<file path="config.mk">
export PLATFORM = sky130hd
export DESIGN_NAME = uid_tx_sequencer
export DESIGN_NICKNAME = d
export VERILOG_FILES = /design/src/rtl/one_wire_pkg.sv /design/src/rtl/one_wire_crc8.sv /design/src/rtl/uid_tx_sequencer.sv
export SDC_FILE = /design/constraint.sdc
export NUM_CORES = 1
export LEC_CHECK = 0
export BUFFER_PORTS_ARGS = -buffer_cell sky130_fd_sc_hd__buf_4
export CAP_MARGIN = 10
export CORE_MARGIN = 4
export CORE_UTILIZATION = 44
export CTS_CLUSTER_DIAMETER = 100
export DETAILED_ROUTE_END_ITERATION = 10
export GPL_TIMING_DRIVEN = 0
export PLACE_DENSITY_LB_ADDON = 0.12
export SLEW_MARGIN = 0
export SYNTH_ARGS = -nofsm -noshare
export SYNTH_HDL_FRONTEND = slang
export SYNTH_SLANG_ARGS = --single-unit
</file>
<file path="constraint.sdc">
create_clock -name clk -period 5.32 [get_ports clk]
set_input_delay 1.064 -clock clk [delete_from_list [all_inputs] [get_ports clk]]
set_output_delay 1.064 -clock clk [all_outputs]
set_load 0.02 [all_outputs]
</file>
<file path="src/rtl/one_wire_pkg.sv">
// Shared types and constants for the 1-wire UID transmit path.
// Holds the sequencer state encoding, the Dallas/Maxim CRC polynomial and the default widths.
package one_wire_pkg;

    localparam int DEFAULT_UID_WIDTH = 56;
    localparam int DEFAULT_CRC_WIDTH = 8;

    // Reflected form of x^8 + x^5 + x^4 + 1, used with a right-shifting register.
    localparam logic [7:0] CRC_POLY = 8'h8C;

    typedef enum logic [2:0] {
        ST_IDLE = 3'd0,
        ST_LOAD = 3'd1,
        ST_DATA = 3'd2,
        ST_CRC  = 3'd3,
        ST_DONE = 3'd4
    } state_t;

endpackage

</file>
<file path="src/rtl/one_wire_crc8.sv">
// Serial Dallas/Maxim CRC, one bit per enabled cycle, LSB-first data.
// The clear input has priority over the enable input.
module one_wire_crc8
    import one_wire_pkg::*;
#(
    parameter int              WIDTH = DEFAULT_CRC_WIDTH,
    parameter logic [WIDTH-1:0] POLY = WIDTH'(CRC_POLY)
) (
    input  logic             clk,
    input  logic             rst_n,
    input  logic             clr,
    input  logic             en,
    input  logic             data_bit,
    output logic [WIDTH-1:0] crc
);

    logic fb;

    assign fb = crc[0] ^ data_bit;

    always_ff @(posedge clk or negedge rst_n) begin
        if (!rst_n) begin
            crc <= '0;
        end else if (clr) begin
            crc <= '0;
        end else if (en) begin
            crc <= (crc >> 1) ^ (fb ? POLY : '0);
        end
    end

endmodule

</file>
<file path="src/rtl/uid_tx_sequencer.sv">
// Serialises a UID payload followed by its CRC onto 1-wire bit slots, one bit per bit_tick.
// Handshake: a frame is taken on any cycle where cmd_valid and cmd_ready are both high.
module uid_tx_sequencer
    import one_wire_pkg::*;
#(
    parameter int UID_SERIAL_DATA_WIDTH = DEFAULT_UID_WIDTH,
    parameter int CRC_WIDTH             = DEFAULT_CRC_WIDTH
) (
    input  logic                             clk,
    input  logic                             rst_n,
    input  logic                             cmd_valid,
    output logic                             cmd_ready,
    input  logic [UID_SERIAL_DATA_WIDTH-1:0] uid_data,
    input  logic                             bit_tick,
    input  logic                             abort,
    output logic                             tx_bit,
    output logic                             tx_en,
    output logic                             busy,
    output logic                             done,
    output logic                             aborted,
    output logic [CRC_WIDTH-1:0]             crc_out,
    output state_t                           fsm_state
);

    localparam int CNT_W     = $clog2(UID_SERIAL_DATA_WIDTH);
    localparam int CRC_IDX_W = $clog2(CRC_WIDTH);
    localparam logic [CNT_W-1:0] DATA_LAST = CNT_W'(UID_SERIAL_DATA_WIDTH - 1);
    localparam logic [CNT_W-1:0] CRC_LAST  = CNT_W'(CRC_WIDTH - 1);

    state_t                           state, state_nxt;
    logic [CNT_W-1:0]                 cnt, cnt_nxt;
    logic [UID_SERIAL_DATA_WIDTH-1:0] payload, payload_nxt;
    logic                             tx_bit_nxt, tx_en_nxt;
    logic                             done_nxt, aborted_nxt;
    logic [CRC_WIDTH-1:0]             crc_out_nxt;
    logic [CRC_WIDTH-1:0]             crc_q;
    logic                             crc_clr, crc_en;
    logic                             payload_bit, crc_bit;

    assign payload_bit = payload[cnt];
    assign crc_bit     = crc_q[cnt[CRC_IDX_W-1:0]];
    assign cmd_ready   = (state == ST_IDLE);
    assign busy        = (state != ST_IDLE);
    assign fsm_state   = state;

    one_wire_crc8 #(
        .WIDTH (CRC_WIDTH)
    ) u_crc (
        .clk      (clk),
        .rst_n    (rst_n),
        .clr      (crc_clr),
        .en       (crc_en),
        .data_bit (payload_bit),
        .crc      (crc_q)
    );

    always_ff @(posedge clk or negedge rst_n) begin
        if (!rst_n) begin
            state   <= ST_IDLE;
            cnt     <= '0;
            payload <= '0;
            tx_bit  <= 1'b0;
            tx_en   <= 1'b0;
            done    <= 1'b0;
            aborted <= 1'b0;
            crc_out <= '0;
        end else begin
            state   <= state_nxt;
            cnt     <= cnt_nxt;
            payload <= payload_nxt;
            tx_bit  <= tx_bit_nxt;
            tx_en   <= tx_en_nxt;
            done    <= done_nxt;
            aborted <= aborted_nxt;
            crc_out <= crc_out_nxt;
        end
    end

    always_comb begin
        state_nxt   = state;
        cnt_nxt     = cnt;
        payload_nxt = payload;
        tx_bit_nxt  = tx_bit;
        tx_en_nxt   = tx_en;
        done_nxt    = 1'b0;
        aborted_nxt = 1'b0;
        crc_out_nxt = crc_out;
        crc_clr     = 1'b0;
        crc_en      = 1'b0;

        // Abort outranks everything once a frame is under way, including a pending tick.
        if (state != ST_IDLE && abort) begin
            state_nxt   = ST_IDLE;
            cnt_nxt     = '0;
            tx_en_nxt   = 1'b0;
            aborted_nxt = 1'b1;
        end else begin
            unique case (state)
                ST_IDLE: begin
                    if (cmd_valid) begin
                        payload_nxt = uid_data;
                        cnt_nxt     = '0;
                        crc_clr     = 1'b1;
                        state_nxt   = ST_LOAD;
                    end
                end
                ST_LOAD: begin
                    state_nxt = ST_DATA;
                end
                ST_DATA: begin
                    if (bit_tick) begin
                        tx_bit_nxt = payload_bit;
                        tx_en_nxt  = 1'b1;
                        crc_en     = 1'b1;
                        if (cnt == DATA_LAST) begin
                            cnt_nxt   = '0;
                            state_nxt = ST_CRC;
                        end else begin
                            cnt_nxt = cnt + 1'b1;
                        end
                    end
                end
                ST_CRC: begin
                    // The CRC register is no longer enabled here, so it stays frozen.
                    if (bit_tick) begin
                        tx_bit_nxt = crc_bit;
                        tx_en_nxt  = 1'b1;
                        if (cnt == CRC_LAST) begin
                            cnt_nxt   = '0;
                            tx_en_nxt = 1'b0;
                            state_nxt = ST_DONE;
                        end else begin
                            cnt_nxt = cnt + 1'b1;
                        end
                    end
                end
                ST_DONE: begin
                    done_nxt    = 1'b1;
                    crc_out_nxt = crc_q;
                    state_nxt   = ST_IDLE;
                end
                default: begin
                    state_nxt = ST_IDLE;
                end
            endcase
        end
    end

endmodule

</file>
# --- After elaboration in Yosys (flattened, before gate mapping) ---
# Index checks and enable logic that the tools add are counted.
word_totals:
  ff_bits: 85
classes:
  addsub: 1
  magnitude_cmp: 2
  eq_ne: 13
  muxes: 38
  bitwise: 3
  n_reduce_logical: 13
ops:
  columns: ["operator", "count"]
  rows:
  - ["$mux W6", 6]
  - ["$mux W8", 3]
  - ["$mux W3", 6]
  - ["$pmux W6 S3", 1]
  - ["$mux W1", 17]
  - ["$ne A3 B3 Y1 const B", 4]
  - ["$pmux W3 S4", 1]
  - ["$reduce_and A4 Y1", 2]
  - ["$xor A7 B8 Y8", 1]
  - ["$lt A6 B7 Y1 const B", 1]
  - ["$add A6 B1 Y6 const B", 1]
  - ["$bmux W1 S6", 1]
  - ["$eq A3 B2 Y1 const B", 2]
  - ["$eq A6 B3 Y1 const B", 1]
  - ["$eq A6 B6 Y1 const B", 1]
  - ["$reduce_and A3 Y1", 2]
  - ["$reduce_bool A3 Y1", 2]
  - ["$reduce_and A5 Y1", 1]
  - ["$lt A3 B4 Y1 const B", 1]
  - ["$ne A2 B2 Y1 const B", 2]
  - ["$pmux W1 S2", 2]
  - ["$reduce_bool A2 Y1", 2]
  - ["$reduce_bool A4 Y1", 1]
  - ["$bmux W1 S3", 1]
  - ["other kinds (8)", 8]

# --- Longest topological paths before layout ---
# Gate-level depths: netlist (run 1).
logic_depth:
  word_depth: 7
  ltp_mapped: 9
  depth_no_buf: 7

# --- Modules after synthesis ---
# From an unflattened synthesis (run 1), not the netlist that was laid out.
hier_totals:
  hier_cells: 302
  hier_area_um2: 4085.2
modules_own_cells:
  columns: ["module", "n_inst", "cells_per_inst", "area_per_inst_um2", "seq_area_each_um2"]
  rows:
  - ["uid_tx_sequencer", 1, 270, 3712.3, 1926.8]
  - ["one_wire_crc8", 1, 32, 372.9, 200.2]

# --- Worst setup path before layout (run 1) ---
# Ideal clock, no wire load.
synth_path:
  kind: "register to output"
  from: "register state[0], in the netlist fsm_state[0]"
  to: "output busy"
  t_arrival_ps: 1604
  required_time_ps: 4256
  path_slack_ps: 2652
  stages_incl_launch_ff: 4
  n_path_buf: 1
  path_cell_list: "dfrtp_1 > clkbuf_1 > nor3_1 > inv_1"
synth_via:
  elab_chain_cells: 1
synth_lines:
  columns: ["item", "line", "text"]
  rows:
  - ["from (decl)", "uid_tx_sequencer.sv:30", "state_t state, state_nxt;"]
  - ["from (signal assigned)", "uid_tx_sequencer.sv:68", "state <= state_nxt;"]
  - ["$reduce_bool A3 Y1", "uid_tx_sequencer.sv:43", "assign busy = (state != ST_IDLE);"]
  - ["to (decl)", "uid_tx_sequencer.sv:18", "output logic busy,"]
# Every way passes these cells.

# --- Worst setup path in the final report (run 1) ---
layout_path:
  from: "register state[2], in the netlist fsm_state[2]"
  to: "output busy"
# The elaborated chain is that of the path after synthesis.

==> results of run 1 <==
==> flip-flops by register name, indices dropped and copies added, names as in the netlist <==
name and flops:
done 1, crc_out 8, aborted 1, fsm_state 3
tx_en 1, u_crc.crc 8, tx_bit 1, cnt 6
payload 56
==> cells in the final DEF (no fill, tap or decap), types with 10 or more instances in the layout <==
master / count
buf_4: 83
mux4_2: 10
clkbuf_1: 14
nor2_1: 14
dfrtp_1: 85
mux2_2: 11
nand3_1: 13
clkbuf_8: 10
nand2_1: 189
==> final timing paths <==
kind	slack (ns)	endpoint	cells past startpoint	start
min in group asynchronous	0.88	payload[53]	1	rst_n
max in group asynchronous	3.75	payload[9]	1	rst_n
hold / removal	0.47	payload[24]	2	payload[24]
hold reg to reg	0.47	payload[24]	2	payload[24]
setup reg to reg	2.65	u_crc.crc[7]	8	cnt[0]
setup / recovery	2.60	busy	4	fsm_state[2]
==> area by class of cell <==
class / instances / area [sq um] / area share (%)
plain buffers: 27 / 155 / 3.06
inverters: 6 / 22.5 / 0.444
flip-flops and latches: 85 / 2130 / 41.9
multi-input cells: 314 / 1840 / 36.3
repair buffers: 77 / 578 / 11.4
clock buffers: 11 / 141 / 2.79
well taps: 111 / 139 / 2.74
clock inverters: 4 / 72.6 / 1.43
==> power groups by stage <==
stage | Clock (W) | Combinational [W] | Sequential, W
floorplan | 0 | 0.000687 | 0.00101
global route | 0.000532 | 0.00110 | 0.00104
detailed placement | 0 | 0.000978 | 0.00102
finish | 0.000492 | 0.000970 | 0.00101
CTS | 0.000509 | 0.000983 | 0.00101
global placement | 0 | 0.000954 | 0.00102
==> critical path, cell delays in order (launching register included) <==
cell	delay [ns]
dfrtp_1	0.40
clkbuf_1	0.21
nor3_1	0.44
inv_1	0.08
buf_4	0.17
==> per-stage QoR <==
stage	hold WS (ns)	area [sq um]	std cells
floorplan	0.437	4150	432
global placement	0.451	4860	620
detailed placement	0.458	4860	620
CTS	0.478	5080	635
global route	0.500	5080	635
finish	0.473	5080	635
==> metal layers <==
layer	wire length [um]	track usage, %	vias up
li1	-	-	1596
met1	4290	25.8	1566
met2	4350	26.8	92
met3	443	3.09	13
met4	152	6.65	0
met5	0	0	-
==> cell families (layout without fill, tap and decap cells) <==
family	after synthesis	in the layout	share of synthesized area [%]
compound gates	30	30	4.68
xor+xnor	8	8	1.87
fa+ha+maj	1	1	0.302
buf+inv	33	125	4.29
flops	85	85	51.3
mux	35	35	13.1
simple gates	240	240	24.5
==> impl_metrics.ini, run 1 <==
[sta]
tns_ns = 0
clock_skew_ns = 0.00712
finalWorstSetupSlack_ns = 2.60
clock.fmax_mhz = 367
period_minus_slack_ns = 2.72
maxSlewHeadroom_pct = 30.2
hold_violations = 0
rsz0062_at_grt = no
final.period_utilization_pct = 51.2
slew_violations = 0
finalSetupViolCount = 0
worst_slew_pin_slew_ns = 1.05

[placement]
place_ws_ns = 2.61
hpwlAfterDp_um = 6700
place_congestion = 0.837
portBuffers = 77

[worst_setup_path]
end_kind = output port
required_ns = 4.26
critical_path_class = reg2out
start_kind = flip-flop
path_max_fanout = 10
arrival_ns = 1.66

[floorplan]
num_rows = 35
core_sq_mm = 0.00920
dieHeight_um = 105
start_util_pct = 45.1
dieArea_sq_mm = 0.0110
pin_count = 78
die_x_um = 105

[power_and_ir_drop]
switching_share_pct = 36.0
pwr-share-comb_pct = 39.2
clockPowerShare_pct = 19.9
seq_power_share_pct = 40.9
power_density_mw_per_mm2 = 487
internal_power_w = 0.00158
ir_worst_vdd_mv = 0.196
total_power_w = 0.00247
p_switching_w = 0.000891
p_leak_nw = 2.55

[route]
drtAntennaViolNets = 0
wirelength_um = 9240
drt_iter0_markers = 149
route.vias.total = 3267
firstDrtPassIters = 4
post_drt_wl_per_cell_um = 14.5
viasPerCell = 5.14
drc = 0

[final_layout]
fill_cells = 871
nets = 582
fin_util_pct = 55.2
syn2layout_area_growth_pct = 22.5
diodes = 0
drive_gt1_share_pct = 25.6

[clock_network]
cts_setup_buffers = 0
cts_resized = 0
ctsHtreeMaxLevel = 3
tritoncts = done
postCtsHoldBufs = 0
root_buffer = clkbuf_8
clk_pin_slew_ns = 0.08
cts_sinks = 85
clkLatencyLatePin_ns = 0.35
cts_made_buffers = 9
cts_buffer_depth = 2

[global_routing]
grt_pass1_vias = 3219
grt_max_degree = 86
grt_overflow = 0
antenna_found_initial = 0
grt_first_pass_wirelength_um = 15800
grt_usage_pct = 17.8

[job]
drv_cap = 0

[logic_synthesis]
syn_area_per_cell_sq_um = 9.60
yosysSeqAreaShare_pct = 51.3
synth_top_area_share_pct = 51.3
async_flop_share_pct = 100
synth_fp_nets = 494
netlist-cell-type-count = 44
synth_edf_count = 0
synthMostInstantiatedCell = nand2_1
syn_area_sq_mm = 0.00415
netlist_top_cells_count = 189 x nand2_1, 85 x dfrtp_1, 14 x nor2_1, 13 x clkbuf_1, 13 x nand3_1
synth_seq_cells = 85
yosys_warnings = 0
yosys.area.top_type = dfrtp_1
synth_top_flop_cell = dfrtp_1
syn_inst = 432
synth_area_leaders = dfrtp_1 51%, nand2_1 17%, mux4_2 5.4%, mux2_2 3.0%, mux2i_1 1.9%

[worst_hold_path]
min_path_type = reg2reg

[status]
status = completed
Note: power is estimated with default switching activity, not from simulation.
==> run 2: changes to the inputs <==
--- a/config.mk
+++ b/config.mk
@@ -5,6 +5,7 @@
 export SDC_FILE = /design/constraint.sdc
 export NUM_CORES = 1
 export LEC_CHECK = 0
+export ABC_AREA = 1
 export BUFFER_PORTS_ARGS = -buffer_cell sky130_fd_sc_hd__buf_4
 export CAP_MARGIN = 10
 export CORE_MARGIN = 4
==> constraint.sdc (replaced) <==
create_clock -name clk -period 2.32 [get_ports clk]
set_input_delay 0.464 -clock clk [delete_from_list [all_inputs] [get_ports clk]]
set_output_delay 0.464 -clock clk [all_outputs]
set_load 0.02 [all_outputs]
==> run 2 against run 1 <==
Compared with the run above:
- sequential cell count is the same
- clock skew up 0.00081 ns
- clock-buffer cell count is 2 higher
- worst setup slack worse by 2.2 ns
- critical path type is now reg2reg
- critical endpoint is now fsm_state[0]
- highest routed layer unchanged
==> impl_metrics.ini, run 2 <==
[status]
status = completed

[route]
drc = 0
viasPerCell = 5.02
drt_iter0_markers = 118
firstDrtPassIters = 4
drtAntennaViolNets = 0
route.vias.total = 3585
wirelength_um = 10000
post_drt_wl_per_cell_um = 14.0

[job]
drv_cap = 0

[floorplan]
num_rows = 35
pin_count = 78
dieHeight_um = 105
start_util_pct = 45.0
dieArea_sq_mm = 0.0110
die_x_um = 105
core_sq_mm = 0.00920

[worst_setup_path]
start_kind = flip-flop
reg2reg_depth = 11
crit_top_cell = nand2_1
arrival_ns = 2.18
path_max_fanout = 7
crit_chain = ha_1, nand2_1, inv_1, nand3_1, nand2_1, a21oi_1, a21boi_2, nor2_1, inv_2, nand2_1, o31ai_1
max_stage_delay_ns = 0.46
end_kind = flip-flop
critical_path_class = reg2reg
required_ns = 2.58
slowest_stage = dfrtp_1

[sta]
maxSlewHeadroom_pct = 29.6
finalSetupViolCount = 0
final.period_utilization_pct = 82.8
clock_skew_ns = 0.00793
period_minus_slack_ns = 1.92
tns_ns = 0
finalWorstSetupSlack_ns = 0.399
hold_violations = 0
rsz0062_at_grt = no
slew_violations = 0
worst_slew_pin_slew_ns = 1.06
clock.fmax_mhz = 520

[logic_synthesis]
yosys_warnings = 0
synth_area_leaders = dfrtp_1 51%, nand2_1 7.4%, a21oi_1 6.8%, nor2_1 6.4%, nand3_1 6.3%
async_flop_share_pct = 100
netlist_top_cells_count = 85 x dfrtp_1, 82 x nand2_1, 71 x nor2_1, 67 x inv_1, 56 x a21oi_1
synth_seq_cells = 85
synth_top_area_share_pct = 51.3
syn_area_sq_mm = 0.00414
synth_fp_nets = 572
synthMostInstantiatedCell = dfrtp_1
syn_area_per_cell_sq_um = 8.12
yosys.area.top_type = dfrtp_1
yosysSeqAreaShare_pct = 51.3
syn_inst = 510
synth_edf_count = 0
synth_top_flop_cell = dfrtp_1
netlist-cell-type-count = 32

[power_and_ir_drop]
p_leak_nw = 2.60
ir_worst_vdd_mv = 0.498
power_density_mw_per_mm2 = 1310
total_power_w = 0.00667

[placement]
place_congestion = 0.840
portBuffers = 77
place_ws_ns = 0.420
hpwlAfterDp_um = 7180
place_inst = 698

[global_routing]
grt_usage_pct = 19.0
grt_overflow = 0
met2_usage_pct = 29.5
grt_first_pass_wirelength_um = 17000
grtUsageMet1_pct = 26.3
gr-max-usage-layer = met2
grt_pass1_vias = 3611
grt_max_degree = 86
grtUsageMet3_pct = 4.63
antenna_found_initial = 0

[clock_network]
ctsHtreeMaxLevel = 3
cts_buffer_depth = 2
clk_pin_slew_ns = 0.08
cts_sinks = 85
postCtsHoldBufs = 0
root_buffer = clkbuf_8
cts_setup_buffers = 0
cts_resized = 0
tritoncts = done
cts_made_buffers = 9
clkLatencyLatePin_ns = 0.36

[final_layout]
layoutNonFillerInstCount = 714
diodes = 0
regMostFlops = payload
syn2layout_area_growth_pct = 23.2
reg_top3 = payload: 56 flops, crc_out: 8 flops, u_crc.crc: 8 flops
nets = 660
final_common_cell = dfrtp_1
final_cell_mix = 85 x dfrtp_1, 82 x nand2_1, 80 x buf_4
largest_register_ffs = 56
drive_gt1_share_pct = 22.9

[worst_hold_path]
min_path_type = in2async
## run 2: cell count changes in the layout (fill, tap and decap cells not counted), moves of 8 or more
cell,change
nor2_1,+57
a21oi_1,+51
inv_1,+61
nand2_1,-107
nand3_1,+39
mux4_2,-10
mux2i_1,-8
o21ai_0,+15
clkbuf_1,-10
## run 2: final timing paths
| path | startpoint | to | slack, ns |
|---|---|---|---|
| max | cnt[1] | fsm_state[0] | 0.40 |
| min | rst_n | payload[0] | 0.28 |
| max reg2reg | cnt[1] | fsm_state[0] | 0.40 |
| min reg2reg | crc_out[6] | crc_out[6] | 0.49 |
| max in group asynchronous | rst_n | payload[50] | 1.36 |
| min in group clk | abort | fsm_state[2] | 0.31 |
## run 2: cell type report
type	count	area (sq um)
plain buffers	23	139
clock buffers	13	179
clock inverters	3	65.1
fillers	865	4090
inverters	74	280
multi-input cells	328	1600
flip-flops and latches	85	2130
well taps	111	139
repair buffers	77	578
## run 2: power by group
part / internal (W) / switching, W
clock network: 0.000723 / 0.000520
registers: 0.00212 / 0.000272
logic: 0.00117 / 0.00187
## run 2: through the flow
stage	hold WS [ns]	cell area, sq um	utilization [%]
global route	0.314	5100	55.5
CTS	0.306	5100	55.5
finish	0.284	5100	55.5
floorplan	0.168	4140	-
global placement	0.468	4860	52.8
detailed placement	0.478	4860	52.8
## run 2: cell families after synthesis
kind of cell    share of synthesized area, %
compound gates                          11.7
fa+ha+maj                              0.302
buf+inv                                 10.1
flops                                   51.3
mux                                     3.26
simple gates                            23.3
## run 2: routing by layer
layer	routed length [um]	share of wire, %
met5	0	0
met4	182	1.8
met3	554	5.5
met2	4580	46
met1	4710	47
## run 2: worst max-delay path: cells and delay by family, from the launching register on
kind,cells,cell delay [ns]
and+or+nand+nor,5,0.42
adders and majority gates,1,0.23
DFF,1,0.46
buffers and inverters,2,0.15
AOI/OAI and AO/OA,3,0.59
